## config.mk

```make
export PLATFORM = sky130hd
export DESIGN_NAME = pitch_glide_ctrl_flat
export DESIGN_NICKNAME = d
export VERILOG_FILES = /design/src/rtl/pitch_glide_ctrl_if.sv /design/src/rtl/pitch_glide_ctrl.sv /design/src/flat_wrapper.sv
export SDC_FILE = /design/constraint.sdc
export NUM_CORES = 1
export LEC_CHECK = 0
export CAP_MARGIN = 40
export CORE_MARGIN = 2
export CORE_UTILIZATION = 55
export CTS_BUF_LIST = sky130_fd_sc_hd__clkbuf_4 sky130_fd_sc_hd__clkbuf_8 sky130_fd_sc_hd__clkbuf_16
export DETAILED_ROUTE_END_ITERATION = 6
export PLACE_DENSITY = 0.72
export SLEW_MARGIN = 10
export SYNTH_ARGS = -nofsm -noshare
export SYNTH_HDL_FRONTEND = slang
export SYNTH_SLANG_ARGS = --single-unit
```

## constraint.sdc

```tcl
create_clock -name const_clk -period 14.1 [get_ports const_clk]
set_input_delay 2.115 -clock const_clk [delete_from_list [all_inputs] [get_ports const_clk]]
set_output_delay 2.115 -clock const_clk [all_outputs]
set_load 0.02 [all_outputs]
```

## src/rtl/pitch_glide_ctrl_if.sv

```systemverilog
// Note, register-write and key-output signals of the pitch glide controller.
// master drives notes/writes/tick, slave is the controller itself.
interface pitch_glide_ctrl_if #(
    parameter int V_WIDTH = 3,
    parameter int O_WIDTH = 2,
    parameter int FRAC_W  = 8
);
    logic                       tick;
    logic                       note_on;
    logic                       note_off;
    logic [V_WIDTH-1:0]         note_voice;
    logic [7:0]                 note_key;
    logic [13:0]                pitch_val;
    logic                       wr;
    logic [6:0]                 wr_adr;
    logic [7:0]                 wr_data;
    logic                       osc_sel;
    logic                       com_sel;
    logic                       busy;
    logic                       pitch_valid;
    logic [V_WIDTH+O_WIDTH-1:0] slot_idx;
    logic [8+FRAC_W:0]          pitch_key;

    modport master (
        output tick, note_on, note_off, note_voice, note_key, pitch_val,
        output wr, wr_adr, wr_data, osc_sel, com_sel,
        input  busy, pitch_valid, slot_idx, pitch_key
    );

    modport slave (
        input  tick, note_on, note_off, note_voice, note_key, pitch_val,
        input  wr, wr_adr, wr_data, osc_sel, com_sel,
        output busy, pitch_valid, slot_idx, pitch_key
    );
endinterface

```

## src/rtl/pitch_glide_ctrl.sv

```systemverilog
// Per-voice portamento plus per-frame scan emitting a saturated fixed-point key index
// (offset +128 semitones) for every {voice, osc} slot through a 2-stage pipeline.
module pitch_glide_ctrl #(
    parameter int VOICES  = 8,
    parameter int V_WIDTH = 3,
    parameter int V_OSC   = 4,
    parameter int O_WIDTH = 2,
    parameter int FRAC_W  = 8
) (
    input logic               const_clk,
    input logic               iRST,
    pitch_glide_ctrl_if.slave bus
);
    localparam int KEY_W   = 9 + FRAC_W;
    localparam int CUR_W   = 8 + FRAC_W;
    localparam int S_W     = V_WIDTH + O_WIDTH;
    localparam int N_SLOT  = VOICES * V_OSC;
    localparam int BEND_SH = 13 - FRAC_W;
    localparam int KEY_MAX = (1 << KEY_W) - 1;

    localparam logic [1:0] S_IDLE  = 2'd0;
    localparam logic [1:0] S_GLIDE = 2'd1;
    localparam logic [1:0] S_EMIT  = 2'd2;
    localparam logic [1:0] S_DRAIN = 2'd3;

    logic [7:0]         r_coarse [V_OSC];
    logic [7:0]         r_fine   [V_OSC];
    logic [7:0]         r_pb_range;
    logic [6:0]         r_glide_time;
    logic [1:0]         r_glide_mode;
    logic [CUR_W-1:0]   r_cur [VOICES];
    logic [CUR_W-1:0]   r_tgt [VOICES];
    logic [VOICES-1:0]  r_gate;

    logic [1:0]         r_state;
    logic [V_WIDTH-1:0] r_gv;
    logic [S_W-1:0]     r_slot;
    logic               r_drain;

    logic               r_s1_valid;
    logic [S_W-1:0]     r_s1_slot;
    logic signed [31:0] r_s1_sum;
    logic signed [31:0] r_s1_bend;
    logic               r_valid;
    logic [S_W-1:0]     r_slot_idx;
    logic [KEY_W-1:0]   r_key;

    // Register file
    logic w_osc_hit;
    assign w_osc_hit = (bus.wr_adr[3:1] == 3'd0) && (int'(bus.wr_adr[6:4]) < V_OSC);

    always_ff @(posedge const_clk or posedge iRST) begin
        if (iRST) begin
            for (int o = 0; o < V_OSC; o++) begin
                r_coarse[o] <= 8'h40;
                r_fine[o]   <= 8'h40;
            end
            r_pb_range   <= 8'd2;
            r_glide_time <= 7'd0;
            r_glide_mode <= 2'd0;
        end else if (bus.wr) begin
            if (bus.osc_sel) begin
                if (w_osc_hit) begin
                    if (bus.wr_adr[0]) r_fine[bus.wr_adr[4 +: O_WIDTH]]   <= bus.wr_data;
                    else               r_coarse[bus.wr_adr[4 +: O_WIDTH]] <= bus.wr_data;
                end
            end else if (bus.com_sel) begin
                case (bus.wr_adr)
                    7'd0:    r_pb_range   <= bus.wr_data;
                    7'd1:    r_glide_time <= bus.wr_data[6:0];
                    7'd2:    r_glide_mode <= bus.wr_data[1:0];
                    default: ;
                endcase
            end
        end
    end

    // Note handling and glide
    logic [CUR_W-1:0] w_note_tgt, w_g_cur, w_g_tgt, w_g_diff, w_step, w_g_next;
    logic             w_jump, w_g_up, w_note_hits_glide;

    assign w_note_tgt = {bus.note_key, {FRAC_W{1'b0}}};
    assign w_jump     = (r_glide_mode == 2'd0) || (r_glide_time == 7'd0) ||
                        ((r_glide_mode == 2'd2) && !r_gate[bus.note_voice]);
    assign w_note_hits_glide = bus.note_on && (bus.note_voice == r_gv);

    always_comb begin
        w_g_cur  = r_cur[r_gv];
        w_g_tgt  = r_tgt[r_gv];
        w_step   = CUR_W'(8'd128 - {1'b0, r_glide_time});
        w_g_up   = (w_g_tgt >= w_g_cur);
        w_g_diff = w_g_up ? (w_g_tgt - w_g_cur) : (w_g_cur - w_g_tgt);
        w_g_next = w_g_tgt;
        if (r_glide_time != 7'd0 && w_g_diff > w_step) begin
            w_g_next = w_g_up ? (w_g_cur + w_step) : (w_g_cur - w_step);
        end
    end

    always_ff @(posedge const_clk or posedge iRST) begin
        if (iRST) begin
            for (int v = 0; v < VOICES; v++) begin
                r_cur[v] <= CUR_W'(60 << FRAC_W);
                r_tgt[v] <= CUR_W'(60 << FRAC_W);
            end
            r_gate <= '0;
        end else begin
            if (r_state == S_GLIDE && !w_note_hits_glide) r_cur[r_gv] <= w_g_next;
            if (bus.note_on) begin
                r_tgt[bus.note_voice]  <= w_note_tgt;
                r_gate[bus.note_voice] <= 1'b1;
                if (w_jump) r_cur[bus.note_voice] <= w_note_tgt;
            end else if (bus.note_off) begin
                r_gate[bus.note_voice] <= 1'b0;
            end
        end
    end

    // Frame sequencer
    always_ff @(posedge const_clk or posedge iRST) begin
        if (iRST) begin
            r_state <= S_IDLE;
            r_gv    <= '0;
            r_slot  <= '0;
            r_drain <= 1'b0;
        end else begin
            case (r_state)
                S_IDLE: begin
                    if (bus.tick) begin
                        r_state <= S_GLIDE;
                        r_gv    <= '0;
                    end
                end
                S_GLIDE: begin
                    if (r_gv == V_WIDTH'(VOICES - 1)) begin
                        r_state <= S_EMIT;
                        r_slot  <= '0;
                    end else begin
                        r_gv <= r_gv + 1'b1;
                    end
                end
                S_EMIT: begin
                    if (r_slot == S_W'(N_SLOT - 1)) begin
                        r_state <= S_DRAIN;
                        r_drain <= 1'b0;
                    end else begin
                        r_slot <= r_slot + 1'b1;
                    end
                end
                default: begin
                    if (r_drain) r_state <= S_IDLE;
                    r_drain <= 1'b1;
                end
            endcase
        end
    end

    // Datapath: stage 1 samples registers at issue, stage 2 adds offset and saturates
    logic [V_WIDTH-1:0] w_iv;
    logic [O_WIDTH-1:0] w_io;
    logic signed [31:0] w_base, w_bend_prod, w_sum;

    assign w_iv        = r_slot[O_WIDTH +: V_WIDTH];
    assign w_io        = r_slot[O_WIDTH-1:0];
    assign w_base      = int'(r_cur[w_iv]) +
                         (int'(r_coarse[w_io]) - 64) * (1 << FRAC_W) +
                         (int'(r_fine[w_io]) - 64) * (1 << (FRAC_W - 6));
    assign w_bend_prod = (int'(bus.pitch_val) - 8192) * int'(r_pb_range);
    assign w_sum       = r_s1_sum + r_s1_bend + (128 << FRAC_W);

    always_ff @(posedge const_clk or posedge iRST) begin
        if (iRST) begin
            r_s1_valid <= 1'b0;
            r_s1_slot  <= '0;
            r_s1_sum   <= '0;
            r_s1_bend  <= '0;
            r_valid    <= 1'b0;
            r_slot_idx <= '0;
            r_key      <= '0;
        end else begin
            r_s1_valid <= (r_state == S_EMIT);
            r_s1_slot  <= r_slot;
            r_s1_sum   <= w_base;
            r_s1_bend  <= w_bend_prod >>> BEND_SH;
            r_valid    <= r_s1_valid;
            if (r_s1_valid) begin
                r_slot_idx <= r_s1_slot;
                if (w_sum < 0)            r_key <= '0;
                else if (w_sum > KEY_MAX) r_key <= '1;
                else                      r_key <= w_sum[KEY_W-1:0];
            end
        end
    end

    assign bus.busy        = (r_state != S_IDLE);
    assign bus.pitch_valid = r_valid;
    assign bus.slot_idx    = r_slot_idx;
    assign bus.pitch_key   = r_key;
endmodule

```

## src/flat_wrapper.sv

```systemverilog
// flat-port wrapper written by rule: the top's interface ports become plain ports
module pitch_glide_ctrl_flat 
#(
    parameter int VOICES  = 8,
    parameter int V_WIDTH = 3,
    parameter int V_OSC   = 4,
    parameter int O_WIDTH = 2,
    parameter int FRAC_W  = 8
)
  (const_clk, iRST, bus_tick, bus_note_on, bus_note_off, bus_note_voice, bus_note_key, bus_pitch_val, bus_wr, bus_wr_adr, bus_wr_data, bus_osc_sel, bus_com_sel, bus_busy, bus_pitch_valid, bus_slot_idx, bus_pitch_key);
  pitch_glide_ctrl_if #(.V_WIDTH(V_WIDTH), .O_WIDTH(O_WIDTH), .FRAC_W(FRAC_W)) bus_i ();
  input logic const_clk;
  input logic iRST;
  input wire logic [$bits(bus_i.tick)-1:0] bus_tick;
  input wire logic [$bits(bus_i.note_on)-1:0] bus_note_on;
  input wire logic [$bits(bus_i.note_off)-1:0] bus_note_off;
  input wire logic [$bits(bus_i.note_voice)-1:0] bus_note_voice;
  input wire logic [$bits(bus_i.note_key)-1:0] bus_note_key;
  input wire logic [$bits(bus_i.pitch_val)-1:0] bus_pitch_val;
  input wire logic [$bits(bus_i.wr)-1:0] bus_wr;
  input wire logic [$bits(bus_i.wr_adr)-1:0] bus_wr_adr;
  input wire logic [$bits(bus_i.wr_data)-1:0] bus_wr_data;
  input wire logic [$bits(bus_i.osc_sel)-1:0] bus_osc_sel;
  input wire logic [$bits(bus_i.com_sel)-1:0] bus_com_sel;
  output wire logic [$bits(bus_i.busy)-1:0] bus_busy;
  output wire logic [$bits(bus_i.pitch_valid)-1:0] bus_pitch_valid;
  output wire logic [$bits(bus_i.slot_idx)-1:0] bus_slot_idx;
  output wire logic [$bits(bus_i.pitch_key)-1:0] bus_pitch_key;
  assign bus_i.tick = bus_tick;
  assign bus_i.note_on = bus_note_on;
  assign bus_i.note_off = bus_note_off;
  assign bus_i.note_voice = bus_note_voice;
  assign bus_i.note_key = bus_note_key;
  assign bus_i.pitch_val = bus_pitch_val;
  assign bus_i.wr = bus_wr;
  assign bus_i.wr_adr = bus_wr_adr;
  assign bus_i.wr_data = bus_wr_data;
  assign bus_i.osc_sel = bus_osc_sel;
  assign bus_i.com_sel = bus_com_sel;
  assign bus_busy = bus_i.busy;
  assign bus_pitch_valid = bus_i.pitch_valid;
  assign bus_slot_idx = bus_i.slot_idx;
  assign bus_pitch_key = bus_i.pitch_key;
  pitch_glide_ctrl #(.VOICES(VOICES), .V_WIDTH(V_WIDTH), .V_OSC(V_OSC), .O_WIDTH(O_WIDTH), .FRAC_W(FRAC_W)) u_core (.const_clk(const_clk), .iRST(iRST), .bus(bus_i));
endmodule
```

### After elaboration in Yosys (flattened, before gate mapping)

Index checks and enable logic that the tools add are counted.
W data, S select, Z words.

| storage, ports and cells | value |
|---|---|
| RAM bits | 0 |
| bits of input ports | 48 |
| ROM bits | 0 |
| output and inout bits | 24 |
| register bits | 444 |
| memories kept | 0 |
| bits in latches | 0 |
| word-level logic and storage cells | 180 |

| operators by class | value |
|---|---|
| eq/ne operators | 13 |
| div/mod/pow operators | 0 |
| shift-type cells | 0 |
| multipliers | 1 |
| bitwise operators | 11 |
| add/subtract/negate cells | 14 |
| muxes and demuxes | 53 |
| order comparisons | 15 |
| reduce and logical (&&, ||, !) cells | 34 |

Operators by type and width:

| cell | count |
|---|---|
| $bwmux W128 | 3 |
| $mux W128 | 3 |
| $mux W16 | 11 |
| $bmux W16 S3 | 3 |
| $demux W16 S3 | 2 |
| $bwmux W32 | 2 |
| $mux W8 | 7 |
| $sub A16 B16 Y16 | 3 |
| $mux W17 | 2 |
| $add A17 B32 Y32 | 1 |
| $add A32 B17 Y32 const B | 1 |
| $add A32 B27 Y32 | 1 |
| $add A32 B32 Y32 | 1 |
| $bmux W8 S2 | 2 |
| $gt A32 B18 Y1 const B | 1 |
| $lt A32 B1 Y1 const B | 1 |
| $mul A15 B9 Y24 | 1 |
| $reduce_and A4 Y1 | 6 |
| $sub A8 B7 Y9 const B | 2 |
| $add A16 B16 Y16 | 1 |
| $demux W8 S2 | 1 |
| $ge A16 B16 Y1 | 1 |
| $gt A16 B16 Y1 | 1 |
| $sub A14 B14 Y15 const B | 1 |
| 47 further kinds | 83 |

### Longest topological paths before layout

Gate-level depths: netlist of run 1.

| logic depth | value |
|---|---|
| depth after elaboration | 14 |
| depth in mapped cells | 35 |
| depth with buffers taken out | 26 |

### Worst setup path after synthesis of run 1

No wires, ideal clock.

| timing path | value |
|---|---|
| path kind | register to register |
| start | reg u_core.r_gv[2] |
| end | reg u_core.r_cur[101] (netlist bit) |
| setup time | 0.132 ns |
| setup slack | 7.013 ns |
| clock period less this slack | 7.087 ns |
| arrival | 6.955 ns |
| buffers on the path | 11 |
| stages on the path, launching flop included | 36 |
| required time | 13.968 ns |
| path through | dfrtp_1 buf_2 buf_2 buf_1 clkbuf_1 buf_1 nor2_1 clkbuf_1 a22oi_1 and4_1 inv_1 ha_1 a21o_1 a21o_1 a21oi_1 o21a_1 o41ai_1 buf_2 buf_1 nand2_1 o21ai_0 ha_1 nor2b_1 o21a_1 o21a_1 o21ai_0 a21o_1 a21oi_1 a221o_1 a2111oi_2 a31oi_1 buf_6 buf_6 buf_6 a22oi_1 nor2_1 |

| on the way | value |
|---|---|
| word-level cells in the longest chain between the ends | 14 |
| elaborated cells on any way between the ends | 31 |
| those cells by class | add/sub (4); order compare (4); eq/ne (1); mux (16); bitwise (1); reduce/logical (5) |

RTL lines:

| element | line | source |
|---|---|---|
| start, declared | pitch_glide_ctrl.sv:36 | `logic [V_WIDTH-1:0] r_gv;` |
| start signal, assigned | pitch_glide_ctrl.sv:138 | `r_gv <= r_gv + 1'b1;` |
| $not A3 Y4 (not written as such) | pitch_glide_ctrl.sv:88, pitch_glide_ctrl.sv:89, pitch_glide_ctrl.sv:107 |  |
| $bmux W16 S3, on equally long branches | pitch_glide_ctrl.sv:88, pitch_glide_ctrl.sv:89 |  |
| $mux W16, on equally long branches (2 in series) | pitch_glide_ctrl.sv:88, pitch_glide_ctrl.sv:89 |  |
| $sub A16 B16 Y16 / $ge A16 B16 Y1 (equally long branches) | pitch_glide_ctrl.sv:92, pitch_glide_ctrl.sv:91 |  |
| $mux W16 | pitch_glide_ctrl.sv:92 | `w_g_diff = w_g_up ? (w_g_tgt - w_g_cur) : (w_g_cur - w_g_tgt);` |
| $gt A16 B16 Y1 | pitch_glide_ctrl.sv:94 | `if (r_glide_time != 7'd0 && w_g_diff > w_step) begin` |
| $logic_and A1 B1 Y1 | pitch_glide_ctrl.sv:94 |  |
| $mux W16 | pitch_glide_ctrl.sv:94 |  |
| $bwmux W128 | pitch_glide_ctrl.sv:107 | `if (r_state == S_GLIDE && !w_note_hits_glide) r_cur[r_gv] <= w_g_next;` |
| $mux W128 (*) | pitch_glide_ctrl.sv:107 |  |
| $bwmux W128 | pitch_glide_ctrl.sv:111 | `if (w_jump) r_cur[bus.note_voice] <= w_note_tgt;` |
| $mux W128 | pitch_glide_ctrl.sv:111 |  |
| $mux W128 (*) | pitch_glide_ctrl.sv:108 | `if (bus.note_on) begin` |
| end signal, assigned by index | pitch_glide_ctrl.sv:102 | `r_cur[v] <= CUR_W'(60 << FRAC_W);` |
| end signal, assigned by index | pitch_glide_ctrl.sv:107 |  |
| end signal, assigned by index | pitch_glide_ctrl.sv:111 |  |
| end, declared | pitch_glide_ctrl.sv:31 | `logic [CUR_W-1:0] r_cur [VOICES];` |

Mark *: on every way between the ends. The rest lies on a longest branch, timed or not. The select of a mux whose other input is x is not followed.
A chain may end at the register's enable or synchronous reset.

### Worst setup path after layout of run 1

| timing path | value |
|---|---|
| start | reg u_core.r_gv[0] |
| end | reg u_core.r_cur[111] (netlist bit) |

Same word-level chain as after synthesis.

==> results of run 1 <==
[final cells by class]
| cell class | count | area, µm² |
|---|---|---|
| clock buffer | 66 | 1330 |
| sequential | 372 | 9400 |
| inverter | 213 | 807 |
| timing repair buffer | 123 | 1170 |
| tap | 615 | 769 |
| fill | 3819 | 18200 |
| clock inverter | 16 | 216 |
| multi-input combinational | 1898 | 15900 |
[per-stage QoR]
step | total power [µW] | hold slack, ns | util | instances | setup slack [ns]
6_report | 6560 | 0.375 | 0.620 | 3303 | 6.26
5_1_grt | 7010 | 0.386 | 0.620 | 3303 | 5.72
4_1_cts | 6510 | 0.376 | 0.619 | 3300 | 6.37
3_5_place_dp | 5290 | 0.360 | 0.586 | 3218 | 6.25
3_3_place_gp | 5220 | 0.362 | 0.584 | 3212 | 6.37
2_1_floorplan | 4270 | 0.352 | - | 2624 | 1.78
[placed cells by master (no fill, tap or decap), drive strengths merged, types with 46 or more instances in the layout]
| cell type | netlist | layout |
|---|---|---|
| dfrtp | 299 | 299 |
| nand2 | 271 | 271 |
| inv | 213 | 216 |
| nor2 | 208 | 208 |
| ha | 176 | 176 |
| mux2 | 168 | 168 |
| a22oi | 127 | 127 |
| a21oi | 106 | 106 |
| fa | 103 | 103 |
| dfstp | 73 | 73 |
| clkdlybuf4s50 | 0 | 71 |
| clkbuf | 117 | 67 |
| and2 | 66 | 66 |
| o221ai | 66 | 66 |
| o21ai | 62 | 62 |
| mux4 | 58 | 58 |
| xnor2 | 54 | 54 |
| buf | 24 | 51 |
| mux2i | 46 | 46 |
[flip-flops by register name, summed over array words and instances, names as in the netlist, named ones only]
name,flops
u_core.r_pb_range,8
u_core.r_s1_valid,1
u_core.bus.slot_idx,5
u_core.r_slot,5
u_core.bus.pitch_key,17
u_core.bus.pitch_valid,1
u_core.r_s1_slot,5
u_core.r_glide_time,7
u_core.r_drain,1
u_core.r_cur,128
u_core.r_gv,3
u_core.r_tgt,64
u_core.r_s1_bend,19
u_core.r_s1_sum,32
u_core.r_glide_mode,2
u_core.r_fine,32
u_core.r_state,2
u_core.r_coarse,32
[how the worst min path moves through the flow]
stage	start	to
after floorplan	u_core.r_s1_valid	u_core.bus.pitch_valid
after global placement	u_core.r_slot[0]	u_core.r_s1_slot[0]
after detailed placement	u_core.r_slot[0]	u_core.r_s1_slot[0]
after CTS	u_core.r_slot[0]	u_core.r_s1_slot[0]
after global routing	u_core.r_slot[4]	u_core.r_s1_slot[4]
final	u_core.r_slot[0]	u_core.r_s1_slot[0]
[routing by layer]
metal,vias up,part of all wire,global-route usage
li1,9375,-,-
met5,-,0,0
met3,192,0.079,0.0540
met4,0,0.039,0.120
met1,10300,0.40,0.379
met2,891,0.48,0.487
[power groups by stage]
stage	combinational [µW]	sequential [µW]	clock, µW
after CTS	3780	1520	1210
after global placement	3700	1520	0
final	3840	1520	1200
after detailed placement	3750	1530	0
after floorplan	2760	1510	0
after global routing	4210	1550	1250
[cells by family after synthesis]
group                      share of synthesized area
buffers and inverters                         0.0523
AOI/OAI and AO/OA                              0.140
and+or+nand+nor                                0.129
muxes                                          0.141
adders and majority gates                      0.160
DFF                                            0.353
xor gates and xnor gates                      0.0253
==> flow_summary.toml, run 1 <==
[run_status]
status = "finished, final reports clean"

[clock_network]
cts_resized = 0
cts.sinks = 372
htree_levels = 2
clkTransAtPathRegs_ns = 0.06
insertion_delay_ns = 0.59
cts_tree = "done"
numCtsBuffers = 44
cts.path.max_buffers = 3
root_buffer = "clkbuf_16"
postCtsSetupBuffers = 0
hold_buffers = 0

[pwr]
swShare = 0.456
seq_power_share = 0.232
power.internal_uw = 3560
p_per_area_nw_per_um2 = 222
p_sw_uw = 2990
p_leak_uw = 0.0136
irDropWorstVdd_mv = 0.290
combPwrFrac = 0.585
clockPowerShare = 0.183

[placed_design]
place.port_buffers = 71
dp_hpwl_um = 50800
place_congestion = 0.891
placed_area_um2 = 28000

[synth]
synth_edf_count = 0
synth_most_common_cell = "dfrtp_1"
ys_top_cells_by_count = "dfrtp_1, nand2_1, inv_1"
synthCells = 2624
synth_area_per_cell_um2 = 10.1
netlist_top_cells_area = "dfrtp_1, ha_1, fa_1"
synth_cell_types = 71
synth-async-reset-ratio = 1.00
synth-seq-area-share = 0.353
synth_nets = 2951
synth_top_flop_cell = "dfrtp_1"
synth_top_area_frac = 0.281
yosysWarnings = 0
yosysTopAreaCell = "dfrtp_1"
netlist_area_um2 = 26600
ys_ff_latch = 372

[setup_path]
crit_path_end_kind = "register"
cp_num_cells = 25
worstPathRequired_ns = 14.51
r2r_end = "u_core.r_cur[111]"
endpoint = "u_core.r_cur[111]"
setup.worst_path.class = "reg -> reg"
cp_num_buf_inv = 5
rr_worst_depth = 25
r2r_slack_ns = 6.26
slowest_delay_ns = 0.95
cp_slowest_cell = "dfrtp_1"
worst-endpoint-arrival_ns = 8.25
reg2reg_from = "u_core.r_gv[0]"
cp-startpoint = "u_core.r_gv[0]"
path_delay_family = "compound AO/OA/AOI/OAI gates"
critPathLaunchType = "register"
critical_path.max_fanout = 48

[routing]
wl_per_cell_um = 21.7
drt_first_pass_iters = 6
drt_iter0_markers = 1946
drt-total-wl_um = 71500
drc = 0
postRouteAntennaNets = 0
vias = 20800
via_per_inst = 6.29

[layout]
n_antenna_cell = 0
drive_gt1_frac = 0.174
layout.nets = 2979
design_area_um2 = 29600
areaGrowthSynthToFinish_pct = 11.1

[grt]
grt_pass1_wl_um = 117000
globalRouteTotalUtil = 0.293
grt_max_degree = 101
grt.overflow.total = 0
first_global_vias = 21600
antenna_found_initial = 0

[floorplan]
row_count = 80
die_h_um = 224
coreArea_um2 = 47700
die_w_um = 224
num_io_pins = 72
start_util = 0.558
die_area_um2 = 50200

[sta]
period_share = 0.556
hold_viol_final = 0
clock_skew_ns = 0.0415
max_freq_mhz = 128
slew_violations = 0
tightest_slew_ns = 0.922
setup_violations = 0
fin_setup_tns_ns = 0
rsz0062_at_grt = "false"
min_period_ns = 7.84
relSlewSlack = 0.385

[worst_hold_path]
worstHoldPathType = "reg -> reg"
min_path_cells = 0

[run]
max_cap_viol_count = 0
(Power assumes the default switching activity.)
==> run 2: changes to the inputs <==
--- a/config.mk
+++ b/config.mk
@@ -10,7 +10,7 @@
 export CORE_UTILIZATION = 55
 export CTS_BUF_LIST = sky130_fd_sc_hd__clkbuf_4 sky130_fd_sc_hd__clkbuf_8 sky130_fd_sc_hd__clkbuf_16
 export DETAILED_ROUTE_END_ITERATION = 6
-export PLACE_DENSITY = 0.72
+export PLACE_DENSITY = 0.75
 export SLEW_MARGIN = 10
 export SYNTH_ARGS = -nofsm -noshare
 export SYNTH_HDL_FRONTEND = slang
==> constraint.sdc (replaced) <==
create_clock -name const_clk -period 6.8 [get_ports const_clk]
set_input_delay 1.02 -clock const_clk [delete_from_list [all_inputs] [get_ports const_clk]]
set_output_delay 1.02 -clock const_clk [all_outputs]
set_load 0.02 [all_outputs]
==> flow_summary.toml, run 2 (synthesis results as in run 1) <==
[layout]
instances_no_fill = 3340
largest_register_ffs = 128
layout_commonest_cell = "dfrtp_1"
areaGrowthSynthToFinish_pct = 12.0
layout.nets = 3020
largest-register = "u_core.r_cur"
drive_gt1_frac = 0.185
mostFrequentLayoutCells = "dfrtp_1, nand2_1, inv_1"
n_antenna_cell = 0
n_fill_cell = 3756
reg_top3 = "u_core.r_cur (128), u_core.r_tgt (64)"

[floorplan]
die_w_um = 224
row_count = 80
coreArea_um2 = 47700
die_area_um2 = 50200
die_h_um = 224
num_io_pins = 72
start_util = 0.558

[grt]
globalRouteTotalUtil = 0.292
grt.overflow.total = 0
first_global_vias = 21200
grt_pass1_wl_um = 116000
antenna_found_initial = 0
grt_max_degree = 168

[sta]
setup_violations = 0
slew_violations = 0
fin_setup_tns_ns = 0
clock_skew_ns = 0.0339
max_freq_mhz = 157
rsz0062_at_grt = "false"
hold_viol_final = 0
period_share = 0.937
fin_hold_ws_ns = 0.482
tightest_slew_ns = 0.994
min_period_ns = 6.37
relSlewSlack = 0.337

[routing]
drc = 0
wl_per_cell_um = 21.5
drt-total-wl_um = 71800
drt_iter0_markers = 1895
vias = 21000
postRouteAntennaNets = 0
via_per_inst = 6.29
drt_first_pass_iters = 6

[placed_design]
place.port_buffers = 71
dp_hpwl_um = 51800
dp_cells = 3264
place_congestion = 0.913

[setup_path]
worstPathRequired_ns = 7.27
worst-endpoint-arrival_ns = 6.84
path_delay_family = "compound AO/OA/AOI/OAI gates"
critical_path.max_fanout = 8
critPathLaunchType = "register"
r2r_slack_ns = 0.43
setup.worst_path.class = "reg -> reg"
cp_slowest_cell = "and2_1"
crit_path_end_kind = "register"
cpMostUsedCell = "a21o_1"
cp-startpoint = "u_core.r_gv[0]"
cp_num_buf_inv = 4
reg2reg_from = "u_core.r_gv[0]"
slowest_delay_ns = 0.49

[worst_hold_path]
worstHoldPathType = "reg -> reg"
hold_start = "u_core.r_s1_slot[3]"

[pwr]
p_total_uw = 13900
p_leak_uw = 0.0138
irDropWorstVdd_mv = 0.615
p_per_area_nw_per_um2 = 466

[clock_network]
htree_levels = 2
cts.sinks = 372
cts_tree = "done"
insertion_delay_ns = 0.58
root_buffer = "clkbuf_16"
cts_resized = 0
hold_buffers = 0
numCtsBuffers = 42
postCtsSetupBuffers = 0
cts.path.max_buffers = 3
clkTransAtPathRegs_ns = 0.06

[run]
max_cap_viol_count = 0

[run_status]
status = "finished, final reports clean"
run 2: cell count changes in the layout (fill, tap and decap cells not counted):
cell / change
clkbuf_8: +7
clkinv_2: +2
nor2b_1: +1
inv_6: +2
clkbuf_16: -3
buf_8: -1
nor2b_2: -1
clkbuf_4: -12
inv_16: -2
buf_12: +7
clkinv_8: +2
bufinv_16: -3
buf_16: -1
buf_4: +39
run 2: worst reg2reg max path, delay by kind of cell (launching register included):
family	cells	cell delay (ns)
AO/OA/AOI/OAI	15	2.93
AND/OR/NAND/NOR	4	1.11
buffers and inverters	4	0.68
adder cells (fa/ha/maj)	2	0.53
XOR/XNOR	2	0.49
flip-flops	1	0.42
multiplexers	1	0.12
run 2: cell type report:
cell class / count / area, µm² / area share
repair buffers: 166 / 1550 / 0.0519
clock buffers: 59 / 1270 / 0.0426
inverters: 213 / 803 / 0.0269
flip-flops and latches: 372 / 9400 / 0.315
multi-input cells: 1898 / 15900 / 0.533
clock inverters: 17 / 150 / 0.00503
well taps: 615 / 769 / 0.0258
run 2: worst paths after layout:
kind / end / cells after the start
max: u_core.r_cur[79] / 28
min: u_core.bus.slot_idx[3] / 1
max reg2reg: u_core.r_cur[79] / 28
min reg2reg: u_core.bus.slot_idx[3] / 1
max in group asynchronous: u_core.r_s1_sum[24] / 3
min in group asynchronous: u_core.r_glide_time[3] / 2
run 2: stage by stage:
step | util | setup slack, ns | area [µm²]
after floorplan | - | 0.00134 | 26600
after global placement | 0.595 | 0.375 | 28400
after detailed placement | 0.595 | 0.257 | 28400
after CTS | 0.625 | 0.547 | 29800
after global routing | 0.625 | 0.0228 | 29800
final | 0.625 | 0.430 | 29800
run 2: metal layers:
metal / global-route usage / vias up / share of wire
li1: - / 9481 / -
met1: 0.387 / 10600 / 0.41
met2: 0.490 / 808 / 0.49
met3: 0.0430 / 167 / 0.067
met4: 0.107 / 0 / 0.037
met5: 0 / - / 0
run 2: power by group:
group          switching, µW  internal (µW)  total [µW]
combinational           4920           3490        8410
clock                    958           1350        2310
sequential               365           2820        3180
total                   6250           7660       13900
==> run 3: changes to the inputs <==
--- a/config.mk
+++ b/config.mk
@@ -9,8 +9,10 @@
 export CORE_MARGIN = 2
 export CORE_UTILIZATION = 55
 export CTS_BUF_LIST = sky130_fd_sc_hd__clkbuf_4 sky130_fd_sc_hd__clkbuf_8 sky130_fd_sc_hd__clkbuf_16
+export CTS_CLUSTER_SIZE = 24
 export DETAILED_ROUTE_END_ITERATION = 6
 export PLACE_DENSITY = 0.75
+export RECOVER_POWER = 50
 export SLEW_MARGIN = 10
 export SYNTH_ARGS = -nofsm -noshare
 export SYNTH_HDL_FRONTEND = slang
==> flow_summary.toml, run 3 (synthesis results as in run 1) <==
[sta]
hold_viol_final = 0
fin_setup_tns_ns = 0
fin_hold_ws_ns = 0.481
relSlewSlack = -1.74
clock_skew_ns = 0.0320
setup_ws_ns = 0.428
slew_violations = 390
setup_violations = 0
min_period_ns = 6.37
period_share = 0.937
rsz0062_at_grt = "false"
max_freq_mhz = 157
tightest_slew_ns = 4.11

[floorplan]
die_w_um = 224
start_util = 0.558
num_io_pins = 72
row_count = 80
die_h_um = 224
die_area_um2 = 50200
coreArea_um2 = 47700

[routing]
postRouteAntennaNets = 0
met2_length_um = 35100
via_per_inst = 6.29
top_layer = "met4"
wl_per_cell_um = 21.5
drt_iter0_markers = 1772
met1_length_um = 29100
drt-total-wl_um = 71700
drt_first_pass_iters = 6
vias = 21000
route.met3.wl_um = 4930
drc = 0

[layout]
largest_register_ffs = 128
layout.nets = 3020
mostFrequentLayoutCells = "dfrtp_1, nand2_1, inv_1"
reg_top3 = "u_core.r_cur (128), u_core.r_tgt (64)"
layout_commonest_cell = "dfrtp_1"
design_area_um2 = 29800
n_antenna_cell = 0
largest-register = "u_core.r_cur"
drive_gt1_frac = 0.182
areaGrowthSynthToFinish_pct = 11.8

[pwr]
irDropWorstVdd_mv = 0.612
p_leak_uw = 0.0137
p_per_area_nw_per_um2 = 467

[clock_network]
htree_levels = 2
postCtsSetupBuffers = 0
hold_buffers = 0
cts_resized = 0
cts.sinks = 372
cts.path.max_buffers = 3
numCtsBuffers = 42
insertion_delay_ns = 0.58
clkTransAtPathRegs_ns = 0.06
root_buffer = "clkbuf_16"
cts_tree = "done"

[grt]
grt_max_degree = 168
globalRouteTotalUtil = 0.292
antenna_found_initial = 0
first_global_vias = 21200
grt.overflow.total = 0
grt_pass1_wl_um = 116000

[setup_path]
slowest_delay_ns = 0.48
critical_path.max_fanout = 8
cpMostUsedCell = "a21o_1"
cp_slowest_cell = "and2_1"
worstPathRequired_ns = 7.26
critPathLaunchType = "register"
cp-startpoint = "u_core.r_gv[0]"
setup.worst_path.class = "reg -> reg"
worst-endpoint-arrival_ns = 6.84
crit_path_end_kind = "register"
reg2reg_from = "u_core.r_gv[0]"

[run_status]
status = "complete, but fails checks"
violations = "max-capacitance violations, max-slew violations"

[placed_design]
place_congestion = 0.913
placed_area_um2 = 28400
dp_hpwl_um = 51800
place.port_buffers = 71
place_ws_ns = 0.257

[worst_hold_path]
hold_start = "u_core.r_s1_slot[3]"
worstHoldPathType = "reg -> reg"

[run]
max_cap_viol_count = 4
## run 3: cell count changes in the layout (fill, tap and decap cells not counted), moves of 2 or more
| cell | previous run | this run |
|---|---|---|
| buf_12 | 10 | 8 |
| buf_4 | 85 | 79 |
| clkbuf_1 | 0 | 6 |
| clkbuf_2 | 0 | 2 |
## run 3: where the power goes
group / internal [µW] / switching, µW
Clock: 1350 / 955
Combinational: 3490 / 4920
Sequential: 2820 / 364
## run 3: worst paths after layout
kind                                          endpoint  depth (start not counted)  slack, ns
worst max-delay path                  u_core.r_cur[79]                         28       0.43
worst min-delay path            u_core.bus.slot_idx[3]                          1       0.48
worst max register to register        u_core.r_cur[79]                         28       0.43
worst min register to register  u_core.bus.slot_idx[3]                          1       0.48
max in group asynchronous          u_core.r_s1_sum[24]                          3       1.58
min in group asynchronous       u_core.r_glide_time[3]                          2       0.91
## run 3: area by class of cell
cell class / count / area [µm²]
inverters: 213 / 801
multi-input cells: 1898 / 15900
well taps: 615 / 769
fillers: 3761 / 18000
repair buffers: 166 / 1500
flip-flops and latches: 372 / 9400
clock inverters: 17 / 150
clock buffers: 59 / 1270
## run 3: worst max-delay path: cells and delay by family, from the launching register on
kind / cells / cell delay (ns)
adders and majority gates: 2 / 0.53
xor gates and xnor gates: 2 / 0.49
muxes: 1 / 0.12
DFF: 1 / 0.42
and+or+nand+nor: 4 / 1.10
AOI/OAI and AO/OA: 15 / 2.95
buffers and inverters: 4 / 0.68
## run 3: per-stage QoR
stage | instances | power, µW | util
finish | 3340 | 13900 | 0.624
CTS | 3340 | 13800 | 0.625
global placement | 3261 | 11200 | 0.595
global route | 3340 | 14800 | 0.624
floorplan | 2624 | 8860 | -
detailed placement | 3264 | 11500 | 0.595
## run 3: metal layers
metal	vias up	track usage
met5	-	0
met4	0	0.107
met3	158	0.0430
met2	826	0.490
met1	10600	0.387
li1	9473	-
